## src/rtl/sprite_ram_writer.sv

```systemverilog
`default_nettype none
// ============================================================================
// Module      : sprite_ram_writer
// Description : Byte-serial producer for the 10-byte sprite attribute record.
//               Commands and data land in a shadow copy. The shadow is copied
//               into the active copy, one byte per cycle, after a vsync rise
//               while the shadow holds unpublished data. The renderer reads
//               the active copy through a combinational port.
// Revision    : 1.0 - initial release
// ============================================================================
module sprite_ram_writer (
  input  logic       clk,
  input  logic       reset,
  input  logic [7:0] in_data,
  input  logic       in_valid,
  output logic       in_ready,
  input  logic       vsync,
  input  logic [3:0] rd_addr,
  output logic [7:0] rd_data,
  output logic       busy,
  output logic       frame_done,
  output logic       err
);

  // Record geometry: addresses 0..9 (bytes 0-7 bitmap rows, 8 = X, 9 = Y)
  localparam int unsigned C_REC_BYTES = 10;
  localparam logic [3:0]  C_REC_SIZE  = 4'd10;
  localparam logic [3:0]  C_LAST_ADDR = 4'd9;

  typedef enum logic [1:0] {
    S_IDLE   = 2'd0,
    S_DATA   = 2'd1,
    S_COMMIT = 2'd2
  } state_t;

  state_t     r_state;
  state_t     w_state_nxt;

  logic       r_vsync_q;
  logic       r_dirty;
  logic       r_commit_req;
  logic [3:0] r_ptr;
  logic [3:0] r_cnt;
  logic [3:0] r_idx;
  logic       r_frame_done;
  logic       r_err;
  logic [7:0] r_shadow [0:C_REC_BYTES-1];
  logic [7:0] r_active [0:C_REC_BYTES-1];

  logic       w_vsync_rise;
  logic       w_cmd_ok;
  logic       w_cmd_bad;
  logic       w_data_wr;
  logic       w_commit_start;
  logic       w_commit_last;
  logic [3:0] w_ptr_inc;

  assign w_vsync_rise = vsync & ~r_vsync_q;
  assign w_ptr_inc    = (r_ptr == C_LAST_ADDR) ? 4'd0 : (r_ptr + 4'd1);

  // State register
  always_ff @(posedge clk or posedge reset) begin
    if (reset) begin
      r_state <= S_IDLE;
    end else begin
      r_state <= w_state_nxt;
    end
  end

  // Next-state logic and handshake/status decode; a pending commit takes
  // precedence over a new command so the frame boundary is honoured promptly
  always_comb begin
    w_state_nxt    = r_state;
    in_ready       = 1'b0;
    busy           = 1'b0;
    w_cmd_ok       = 1'b0;
    w_cmd_bad      = 1'b0;
    w_data_wr      = 1'b0;
    w_commit_start = 1'b0;
    w_commit_last  = 1'b0;
    case (r_state)
      S_IDLE: begin
        if (r_commit_req) begin
          w_commit_start = 1'b1;
          w_state_nxt    = S_COMMIT;
        end else begin
          in_ready = 1'b1;
          if (in_valid) begin
            if (in_data[3:0] < C_REC_SIZE) begin
              w_cmd_ok    = 1'b1;
              w_state_nxt = S_DATA;
            end else begin
              w_cmd_bad = 1'b1;
            end
          end
        end
      end
      S_DATA: begin
        in_ready = 1'b1;
        if (in_valid) begin
          w_data_wr = 1'b1;
          if (r_cnt == 4'd0) begin
            w_state_nxt = S_IDLE;
          end
        end
      end
      S_COMMIT: begin
        busy = 1'b1;
        if (r_idx == C_LAST_ADDR) begin
          w_commit_last = 1'b1;
          w_state_nxt   = S_IDLE;
        end
      end
      default: begin
        w_state_nxt = S_IDLE;
      end
    endcase
  end

  // Packet pointer and remaining-byte counter
  always_ff @(posedge clk or posedge reset) begin
    if (reset) begin
      r_ptr <= 4'd0;
      r_cnt <= 4'd0;
    end else if (w_cmd_ok) begin
      r_ptr <= in_data[3:0];
      r_cnt <= in_data[7:4];
    end else if (w_data_wr) begin
      r_ptr <= w_ptr_inc;
      r_cnt <= r_cnt - 4'd1;
    end
  end

  // Commit index walks 0..9 while copying shadow into active
  always_ff @(posedge clk or posedge reset) begin
    if (reset) begin
      r_idx <= 4'd0;
    end else if (w_commit_start) begin
      r_idx <= 4'd0;
    end else if (r_state == S_COMMIT) begin
      r_idx <= r_idx + 4'd1;
    end
  end

  // vsync edge detector register
  always_ff @(posedge clk or posedge reset) begin
    if (reset) begin
      r_vsync_q <= 1'b0;
    end else begin
      r_vsync_q <= vsync;
    end
  end

  // Dirty and commit-request flags; entering COMMIT consumes both, since the
  // copy about to run publishes everything the shadow holds
  always_ff @(posedge clk or posedge reset) begin
    if (reset) begin
      r_dirty      <= 1'b0;
      r_commit_req <= 1'b0;
    end else if (w_commit_start) begin
      r_dirty      <= 1'b0;
      r_commit_req <= 1'b0;
    end else begin
      if (w_vsync_rise && r_dirty) begin
        r_commit_req <= 1'b1;
      end
      if (w_data_wr) begin
        r_dirty <= 1'b1;
      end
    end
  end

  // Shadow copy: written by data bytes, visible after the accepting edge
  always_ff @(posedge clk or posedge reset) begin
    if (reset) begin
      for (int i = 0; i < C_REC_BYTES; i++) begin
        r_shadow[i] <= 8'h00;
      end
    end else if (w_data_wr) begin
      r_shadow[r_ptr] <= in_data;
    end
  end

  // Active copy: updated only during COMMIT, one byte per cycle
  always_ff @(posedge clk or posedge reset) begin
    if (reset) begin
      for (int i = 0; i < C_REC_BYTES; i++) begin
        r_active[i] <= 8'h00;
      end
    end else if (r_state == S_COMMIT) begin
      r_active[r_idx] <= r_shadow[r_idx];
    end
  end

  // Single-cycle status pulses
  always_ff @(posedge clk or posedge reset) begin
    if (reset) begin
      r_frame_done <= 1'b0;
      r_err        <= 1'b0;
    end else begin
      r_frame_done <= w_commit_last;
      r_err        <= w_cmd_bad;
    end
  end

  assign frame_done = r_frame_done;
  assign err        = r_err;

  // Renderer read port: out-of-record addresses read as zero
  always_comb begin
    rd_data = 8'h00;
    if (rd_addr < C_REC_SIZE) begin
      rd_data = r_active[rd_addr];
    end
  end

endmodule
`default_nettype wire

```

## config.mk

```make
export PLATFORM = sky130hd
export DESIGN_NAME = sprite_ram_writer
export DESIGN_NICKNAME = d
export VERILOG_FILES = /design/src/rtl/sprite_ram_writer.sv
export SDC_FILE = /design/constraint.sdc
export NUM_CORES = 1
export LEC_CHECK = 0
export ABC_CLOCK_PERIOD_IN_PS = 6700
export BUFFER_PORTS_ARGS = -buffer_cell sky130_fd_sc_hd__buf_2
export CAP_MARGIN = 20
export CORE_MARGIN = 10
export CORE_UTILIZATION = 64
export CTS_BUF_LIST = sky130_fd_sc_hd__clkbuf_4
export CTS_CLUSTER_DIAMETER = 120
export DETAILED_ROUTE_END_ITERATION = 7
export PLACE_DENSITY_LB_ADDON = 0.05
export REMOVE_ABC_BUFFERS = 1
export SYNTH_ARGS = -nofsm -noshare
export SYNTH_HDL_FRONTEND = slang
export SYNTH_SLANG_ARGS = --single-unit
```

## constraint.sdc

```tcl
create_clock -name clk -period 6.7 [get_ports clk]
set_input_delay 1.34 -clock clk [delete_from_list [all_inputs] [get_ports clk]]
set_output_delay 1.34 -clock clk [all_outputs]
set_load 0.02 [all_outputs]
```

### After elaboration in Yosys (flattened, before gate mapping)

Cells that the tools add are included.

* bits in registers: 179
* bits of input ports: 16
* word-level logic and storage cells: 111

* add/subtract/negate cells: 3
* order comparisons: 7
* eq/ne operators: 9
* muxes and demuxes: 48
* bitwise gates (word level): 5
* reductions and logical operators: 10

Operators with widths (count)
* $bwmux W80: 2
* $bmux W8 S4: 2
* $demux W8 S4: 2
* $mux W8: 7
* $mux W4: 7
* $mux W1: 20
* $ge A5 B5 Y1 const B: 3
* $not A4 Y5: 3
* $mux W2: 6
* $lt A5 B1 Y1 const B: 2
* $add A4 B1 Y4 const B: 2
* $eq A4 B4 Y1 const B: 2
* $lt A4 B4 Y1 const B: 2
* $reduce_bool A2 Y1: 4
* $ne A2 B2 Y1 const B: 3
* $ne A3 B3 Y1 const B: 2
* $pmux W2 S3: 1
* $reduce_and A5 Y1: 1
* $logic_not A4 Y1: 1
* $sub A4 B1 Y4 const B: 1
* $logic_and A1 B1 Y1: 3
* $eq A2 B1 Y1 const B: 1
* $eq A2 B2 Y1 const B: 1
* $logic_not A2 Y1: 1
* 3 further kinds: 3

### Longest topological paths before layout

Gate-level depths: netlist of the first run.

* depth in word-level cells: 6
* gate-level depth with buffers: 10
* gate-level depth less buffers: 6

### Worst setup path before layout of the first run

OpenSTA, ideal clock, no wires.

* path kind: input -> output
* start: in rd_addr[0]
* end: out rd_data[7]
* arrival time: 2868 ps
* slack: 2492 ps
* cell stages on the path: 7
* cell sequence: buf_2 buf_4 buf_4 buf_2 a211oi_1 a2111o_1 o21ai_0

* word-level cells in the longest chain between the ends: 5

RTL lines
* start, declared: line 18 `input logic [3:0] rd_addr,`
* $not A4 Y5 (not written as such): line 213 `rd_data = r_active[rd_addr];`
* $bmux W8 S4: line 213
* $mux W8 (not written as such) (2 in series): line 213
* $mux W8 *: line 212 `if (rd_addr < C_REC_SIZE) begin`
* end, declared: line 19 `output logic [7:0] rd_data,`

Mark *: on every way between the ends. The rest lies on a longest branch, timed or not. The select of a mux whose other input is x is not followed.

### Final worst setup path of the first run

Same ends and word-level chain as after synthesis.

==> summary.txt, run 1 <==
=================================================================================
Max stage delay cell, worst path ................................... sky130_fd_sc_hd__buf_2
Cell occurring most often along the worst timing path .............. sky130_fd_sc_hd__buf_2
Netlist area before placement ...................................... 0.008351 mm2
Number of I/O pins .................................................           28
Gate family responsible for the most delay along the worst path .... buffers and inverters
Layout Area Growth over Synthesis ..................................       5.454%
Number of max-capacitance violations reported ......................            0
Static power due to leakage ........................................     4.153 nW
Final period util ..................................................       66.31%
Ordered list of cells on the worst path ............................ buf_2, mux4_2, nor2b_1, a2111o_1, o21ai_0, buf_2
Die Outline Area ...................................................  0.01802 mm2
Initial standard-cell utilization of the core ......................       65.64%
Vias in the first global route .....................................         5335
Drt drc ............................................................            0
Power density relative to cell area ................................ 369.7 mW/mm2
Number of buffer cells added on primary ports ......................           27
Wire length of the first global-routing pass .......................     29.35 mm
Post-synthesis sequential area ratio ...............................       53.64%
Number of CTS-inserted buffers .....................................           17
Max Buffers Root-to-Sink ...........................................            2
Root Buffer ........................................................ sky130_fd_sc_hd__clkbuf_4
Hold Buf Count CTS .................................................            0
Chip Width .........................................................     134.2 um
Critical Path RT ...................................................      5360 ps
VDD IR max .........................................................  0.0002217 V
Number of synthesized flops with an enable pin .....................            0
Number of rows created at floorplan ................................           41
Setup Buffers After CTS ............................................            0
Count of final setup violators .....................................            0
ANT cells ..........................................................            0
Crit path capture type .............................................  output port
Routability Congestion .............................................       0.8508
CTS H-tree depth ...................................................            4
Detailed-route wire length .........................................     17.85 mm
Critical path launch point type .................................... primary input
Number of cells upsized or downsized after cts .....................            0
Worst slew margin ..................................................       32.83%
Overflow left after global routing .................................            0
Pre-antenna DRT Iters ..............................................            5
Class of the most critical setup path .............................. primary input to output port
HPWL after DPL .....................................................     12.84 mm
Floorplan core area ................................................  0.01272 mm2
Global routing usage summed across all routing layers ..............       20.93%
Worst slew pin tran ................................................      1004 ps
Setup TNS ..........................................................         0 ps
Layout cells sized above 1 .........................................       37.33%
Dpl ws .............................................................      2229 ps
Avg Vias per Cell ..................................................        6.173
Overall power consumption ..........................................   0.003256 W
Count of warnings emitted by yosys .................................            0
Number of hold violations in the final report ......................            0
Synthesized instance count .........................................          617
Least setup slack across all paths after layout ....................      2257 ps
Routed via count ...................................................         5031
Count of clock tree sinks ..........................................          179
Setup repair after global routing missed its margin ................           no
Final ANT Viol Nets ................................................            0
Biggest cell delay along the critical path .........................       640 ps
#FFs+latches synth .................................................          179
Fraction of synthesis flops using an asynchronous set or reset pin .       100.0%
Post-detailed-route wirelength per cell ............................     21.91 um
Pin count of the biggest net entering global routing ...............           76
Mean post-synth cell area ..........................................    13.53 um2
Worst-path fanout max ..............................................           32
Number of antenna violations at the first check in global routing ..            0
Clock tree from TritonCTS ..........................................         done
Vertical die dimension .............................................     134.2 um
Ys flop type ....................................................... sky130_fd_sc_hd__dfrtp_1
Timing-limited maximum frequency ...................................    225.1 MHz
Clock Skew .........................................................     22.90 ps
WP buf/inv .........................................................            2
Clock slew at reported path FFs ....................................       130 ps
Clock latency on the worst-skew pair ...............................       560 ps
Run status ......................................................... complete, no violations
Net count reported at finish .......................................          651
Clock period minus final worst setup slack .........................      4443 ps
Final slew viol count ..............................................            0
Post-synth cell types ..............................................           48
DRT iter0 DRCs .....................................................          372
Number of fill cells ...............................................          978
Arrival time reported for the critical path endpoint ...............      3100 ps
Path type of the worst min-delay path .............................. flop to flop
=================================================================================
layout make-up:
| cell class | count | area, um2 | share of cell area [%] |
|---|---|---|---|
| clock buffer | 20 | 150.1 | 1.705 |
| clock inverter | 12 | 91.34 | 1.037 |
| inverter | 10 | 42.54 | 0.4831 |
| multi-input combinational | 391 | 3662 | 41.59 |
| sequential | 179 | 4479 | 50.87 |
| tap | 172 | 215.2 | 2.444 |
| timing repair buffer | 31 | 165.2 | 1.876 |
cells in the final DEF, fill, tap and decap left out, drive strengths merged, types with 2 or more instances in the layout:
cell    instances
dfrtp         179
mux2          151
mux2i          33
buf            31
nand2          24
nor2           23
o21ai          21
mux4           20
clkbuf         20
nor2b          14
a21oi          14
clkinv         11
inv            10
o22ai           9
and2            9
nand3           8
o21bai          5
a22oi           5
ha              5
nor3            4
a31oi           4
a211oi          4
a2111o          4
nand3b          4
a22o            3
o211ai          3
or3             3
and3            3
or3b            2
nand2b          2
nor3b           2
and3b           2
synth_stat cells (4+ instances only):
library cell	n	area share, %
sky130_fd_sc_hd__nand3_1	8	0.48
sky130_fd_sc_hd__nor3_1	4	0.24
sky130_fd_sc_hd__o22ai_1	9	0.67
sky130_fd_sc_hd__nor2b_1	14	1.0
sky130_fd_sc_hd__a22oi_1	5	0.45
sky130_fd_sc_hd__a2111o_1	4	0.54
sky130_fd_sc_hd__nand2_1	24	1.1
sky130_fd_sc_hd__o21ai_0	21	1.3
sky130_fd_sc_hd__a211oi_1	4	0.36
sky130_fd_sc_hd__mux2_2	143	19
sky130_fd_sc_hd__o21bai_1	5	0.45
sky130_fd_sc_hd__dfrtp_1	179	54
sky130_fd_sc_hd__ha_1	5	0.75
sky130_fd_sc_hd__nor2_1	22	0.99
sky130_fd_sc_hd__mux4_2	20	5.4
sky130_fd_sc_hd__a31oi_1	4	0.30
sky130_fd_sc_hd__mux2_4	8	1.4
sky130_fd_sc_hd__a21oi_1	14	0.84
sky130_fd_sc_hd__inv_1	10	0.45
sky130_fd_sc_hd__clkbuf_1	23	1.0
sky130_fd_sc_hd__mux2i_1	33	4.0
sky130_fd_sc_hd__and2_1	9	0.67
sky130_fd_sc_hd__buf_2	8	0.48
path summary, 6_finish.rpt:
check                      slack [ps]  cells past startpoint                 start                        to
min                               440                      1   r_vsync_q$_DFF_PP0_  r_commit_req$_DFFE_PP0P_
max                              2260                      6            rd_addr[0]                rd_data[7]
max reg2reg                      4200                      5  r_idx[0]$_DFFE_PP0P_  r_active[68]$_DFFE_PP0P_
max in group asynchronous        4600                      3                 reset   r_active[9]$_DFFE_PP0P_
min reg2reg                       440                      1   r_vsync_q$_DFF_PP0_  r_commit_req$_DFFE_PP0P_
min in group asynchronous         800                      2                 reset  r_active[18]$_DFFE_PP0P_
layer usage:
metal  wire [um]  global-route usage (%)  part of all wire, %  up-vias
li1            -                       -                    -     2281
met1        7900                   27.02                   44     2605
met2        8948                   34.63                   50      117
met3         678                   4.630                  3.8       28
met4         325                   6.106                  1.8        0
met5           0                       0                    0        -
where the power goes:
| group | internal (W) | switching [W] |
|---|---|---|
| logic | 0.000535 | 0.000525 |
| clock network | 0.000191 | 0.000346 |
| registers | 0.00142 | 0.000244 |
| total | 0.00214 | 0.00111 |
state kept, by name, indices dropped and copies added, names as in the netlist, 2 cells and up:
signal,count
r_active,80
r_cnt,4
r_idx,4
r_ptr,4
r_shadow,80
r_state,2
cell families after synthesis:
kind of cell | share of synthesized area [%]
muxes | 30.07
DFF | 53.64
adders and majority gates | 0.7492
buffers and inverters | 2.502
and+or+nand+nor | 6.863
xor gates and xnor gates | 0.1049
AOI/OAI and AO/OA | 6.068
stage by stage:
stage	cell area, um2	util [%]	hold slack, ps	instances
detailed placement	8564	67.32	426.8	783
global placement	8564	67.32	419.2	783
CTS	8806	69.22	440.1	815
global route	8806	69.22	463.2	815
floorplan	8179	-	407.0	580
finish	8806	69.22	437.1	815
(Power assumes the default switching activity.)
==> run 2, diff against run 1 <==
--- a/config.mk
+++ b/config.mk
@@ -5,11 +5,12 @@
 export SDC_FILE = /design/constraint.sdc
 export NUM_CORES = 1
 export LEC_CHECK = 0
-export ABC_CLOCK_PERIOD_IN_PS = 6700
+export ABC_AREA = 1
+export ABC_CLOCK_PERIOD_IN_PS = 4500
 export BUFFER_PORTS_ARGS = -buffer_cell sky130_fd_sc_hd__buf_2
 export CAP_MARGIN = 20
 export CORE_MARGIN = 10
-export CORE_UTILIZATION = 64
+export CORE_UTILIZATION = 65
 export CTS_BUF_LIST = sky130_fd_sc_hd__clkbuf_4
 export CTS_CLUSTER_DIAMETER = 120
 export DETAILED_ROUTE_END_ITERATION = 7
==> constraint.sdc (replaced) <==
create_clock -name clk -period 4.5 [get_ports clk]
set_input_delay 0.9 -clock clk [delete_from_list [all_inputs] [get_ports clk]]
set_output_delay 0.9 -clock clk [all_outputs]
set_load 0.02 [all_outputs]
==> run 2 against run 1 <==
Against the previous run: worst hold slack improved by 4.0 ps; clock power is 110% higher; first-iteration DRC count rose by 91%; die area grew 4.5%; count of clock-buffer cells in the layout increased by 1; sequential power up 58%; utilization increased by 2.0 points; cell count increased by 69%; setup slack lost 1000 ps; non-clock buffer count grew 6; combinational power grew 130%; sequential share of layout area down 3.7 points.
==> summary.txt, run 2 <==
=================================================================================
Run status ......................................................... complete, no violations
Number of non-filler instances in the completed layout .............         1379   +69%
Largest registers ranked by flip-flop count ........................ r_active (80), r_shadow (80)
Ordered list of cells on the worst path ............................ buf_2, inv_1, nand2_1, nand3_1, nand2_1, a31oi_1, nand2_1, nand2_1, buf_2
CTS H-tree depth ...................................................            4   unchanged
Die Outline Area ...................................................  0.01882 mm2   +4.5%
Worst slew pin tran ................................................     929.8 ps   -73.99 ps
Number of fill cells ...............................................         1128   +15%
Ranking of synthesized cells by instance count ..................... 531 x sky130_fd_sc_hd__nand2_1, 179 x sky130_fd_sc_hd__dfrtp_1, 103 x sky130_fd_sc_hd__inv_1
Worst slew margin ..................................................       37.94%   +5.1 points
Final ANT Viol Nets ................................................            0   unchanged
Number of CTS-inserted buffers .....................................           17   unchanged
Global routing usage summed across all routing layers ..............       24.48%   +3.6 points
Number of buffer cells added on primary ports ......................           27   unchanged
Clock Skew .........................................................     26.31 ps   +3.416 ps
Synthesized instance count .........................................         1169   +89%
Mean post-synth cell area ..........................................    7.636 um2   -44%
Critical R2R Launch ................................................ r_idx[1]$_DFFE_PP0P_
Worst r2r path cells ...............................................            8   +3
Net count reported at finish .......................................         1211   +86%
#FFs+latches synth .................................................          179   unchanged
Number of synthesized flops with an enable pin .....................            0   unchanged
Number of I/O pins .................................................           28   unchanged
Critical Path RT ...................................................      3600 ps   -1760 ps
Floorplan core area ................................................  0.01335 mm2   +4.9%
Capturing instance or port of the critical path ....................   rd_data[7]
Commonest non-fill, non-tap cells in the layout .................... 531 x sky130_fd_sc_hd__nand2_1, 179 x sky130_fd_sc_hd__dfrtp_1, 102 x sky130_fd_sc_hd__inv_1
Number of rows created at floorplan ................................           42   +2.4%
Post-synthesis sequential area ratio ...............................       50.18%   -3.5 points
Biggest cell delay along the critical path .........................       670 ps   +30 ps
Power density relative to cell area ................................ 655.3 mW/mm2   +77%
Pre-antenna DRT Iters ..............................................            7   +2
Worst-path fanout max ..............................................           35   +9.4%
Clock latency on the worst-skew pair ...............................       590 ps   +30 ps
Total instance count after detailed placement ......................         1347   +72%
Clock tree from TritonCTS ..........................................         done
Count of final setup violators .....................................            0   unchanged
Final period util ..................................................       73.12%
Layout Area Growth over Synthesis ..................................       6.434%
VDD IR max .........................................................  0.0004101 V   +85%
Cell accounting for the most synthesized area ...................... sky130_fd_sc_hd__dfrtp_1
Number of antenna violations at the first check in global routing ..            0   unchanged
Arrival time reported for the critical path endpoint ...............      2390 ps   -710 ps
Cell occurring most often along the worst timing path .............. sky130_fd_sc_hd__nand2_1
Most common library cell in the layout ignoring fill and taps ...... sky130_fd_sc_hd__nand2_1
Fraction of synthesis flops using an asynchronous set or reset pin .       100.0%   unchanged
Number of hold violations in the final report ......................            0   unchanged
Initial standard-cell utilization of the core ......................       66.87%   +1.2 points
Vias in the first global route .....................................         7019   +32%
Final non-filler cell area ......................................... 0.009500 mm2   +7.9%
Count of warnings emitted by yosys .................................            0   unchanged
DRT iter0 DRCs .....................................................          710   +91%
Clock period minus final worst setup slack .........................      3291 ps
Number of cells upsized or downsized after cts .....................            0   unchanged
Overflow left after global routing .................................            0   unchanged
Dpl ws .............................................................      1248 ps   -981.2 ps
Final slew viol count ..............................................            0   unchanged
Post-synth top area share ..........................................       50.18%   -3.5 points
Avg Vias per Cell ..................................................        5.470   -11%
Wire length of the first global-routing pass .......................     36.14 mm   +23%
Leading cell types by total area after synthesis ................... sky130_fd_sc_hd__dfrtp_1 50%, sky130_fd_sc_hd__nand2_1 22%, sky130_fd_sc_hd__inv_1 4.3%
Reg-to-reg endpoint ................................................ r_active[2]$_DFFE_PP0P_
Class of the most critical setup path .............................. primary input to output port
Path type of the worst min-delay path .............................. primary input to asynchronous set/reset pin
Static power due to leakage ........................................     5.093 nW   +23%
Count of clock tree sinks ..........................................          179   unchanged
Netlist area before placement ...................................... 0.008926 mm2   +6.9%
Max Buffers Root-to-Sink ...........................................            2   unchanged
Ys flop type ....................................................... sky130_fd_sc_hd__dfrtp_1
Chip Width .........................................................     137.2 um   +2.2%
HPWL after DPL .....................................................     14.83 mm   +16%
Max stage delay cell, worst path ................................... sky130_fd_sc_hd__inv_1
R2R Setup Slk ......................................................      2160 ps   -2040 ps
Beginning of the critical path .....................................   rd_addr[0]
Hold Buf Count CTS .................................................            0   unchanged
Pin count of the biggest net entering global routing ...............           90   +18%
Critical path launch point type .................................... primary input
Post-detailed-route wirelength per cell ............................     15.86 um   -28%
Setup repair after global routing missed its margin ................           no
Detailed-route wire length .........................................     21.87 mm   +23%
Most used standard cell by instance count after synthesis .......... sky130_fd_sc_hd__nand2_1
Routed via count ...................................................         7543   +50%
Drt drc ............................................................            0   unchanged
Crit path capture type .............................................  output port
Layout cells sized above 1 .........................................       10.56%   -27 points
Least setup slack across all paths after layout ....................      1209 ps   -1048 ps
Setup Buffers After CTS ............................................            0   unchanged
Clock slew at reported path FFs ....................................       140 ps   about the same
Routability Congestion .............................................       0.8937   +5.0%
Vertical die dimension .............................................     137.2 um   +2.2%
Number of max-capacitance violations reported ......................            0   unchanged
Placed cell areas .................................................. 0.009135 mm2   +6.7%
Post-synth cell types ..............................................           34   -29%
Root Buffer ........................................................ sky130_fd_sc_hd__clkbuf_4
Timing-limited maximum frequency ...................................    303.9 MHz
ANT cells ..........................................................            0   unchanged
=================================================================================
-- run 2: kinds of logic (layout without fill, tap and decap cells) --
logic type                 Yosys count  after routing  share of synthesized area [%]
DFF                                179            179                          50.18
xor gates and xnor gates             3              3                         0.2944
adders and majority gates            5              5                         0.7009
buffers and inverters              150            184                          7.373
AOI/OAI and AO/OA                  131            131                          7.864
and+or+nand+nor                    701            701                          33.59
-- run 2: power breakdown --
part,leakage (nW),switching [W],internal (W)
combinational,2.51,0.00173,0.000742
sequential,2.38,0.000406,0.00222
clock,0.199,0.000547,0.000574
total,5.09,0.00269,0.00354
-- run 2: layout make-up --
cell class,instances,area (um2),share of cell area [%]
clock buffer,21,157.7,1.659
clock inverter,11,207.7,2.186
inverter,115,436.7,4.596
multi-input combinational,840,3789,39.88
sequential,179,4479,47.15
tap,176,220.2,2.318
timing repair buffer,37,210.2,2.213
-- run 2: critical path: cells and delay by family --
| kind | cells | cell delay, ps |
|---|---|---|
| AOI/OAI and AO/OA | 1 | 130 |
| buffers and inverters | 3 | 930 |
| and+or+nand+nor | 5 | 410 |
-- run 2: worst min-delay path by stage --
stage | start | to | depth (start not counted)
2_1_floorplan | r_dirty$_DFFE_PP0P_ | r_dirty$_DFFE_PP0P_ | 2
3_3_place_gp | r_active[52]$_DFFE_PP0P_ | r_active[52]$_DFFE_PP0P_ | 2
3_5_place_dp | r_active[36]$_DFFE_PP0P_ | r_active[36]$_DFFE_PP0P_ | 2
4_1_cts | vsync | r_vsync_q$_DFF_PP0_ | 1
5_1_grt | vsync | r_vsync_q$_DFF_PP0_ | 1
6_report | reset | r_active[43]$_DFFE_PP0P_ | 2
-- run 2: metrics by stage --
| step | setup TNS [ps] | total power (W) | hold WS, ps | utilization, % |
|---|---|---|---|---|
| detailed placement | 0 | 0.005104 | 461.5 | 68.44 |
| global placement | 0 | 0.005040 | 458.5 | 68.44 |
| finish | 0 | 0.006226 | 441.1 | 71.18 |
| global route | 0 | 0.006690 | 423.3 | 71.18 |
| CTS | 0 | 0.006208 | 435.7 | 71.18 |
| floorplan | -225290 | 0.004288 | 442.3 | - |
-- run 2: routing by layer --
metal  GRT usage [%]  up-vias  share of wire [%]
li1                -     3694                  -
met1           32.45     3551                 43
met2           39.76      260                 48
met3           4.334       38                6.2
met4           8.607        0                2.5
met5               0        -                  0
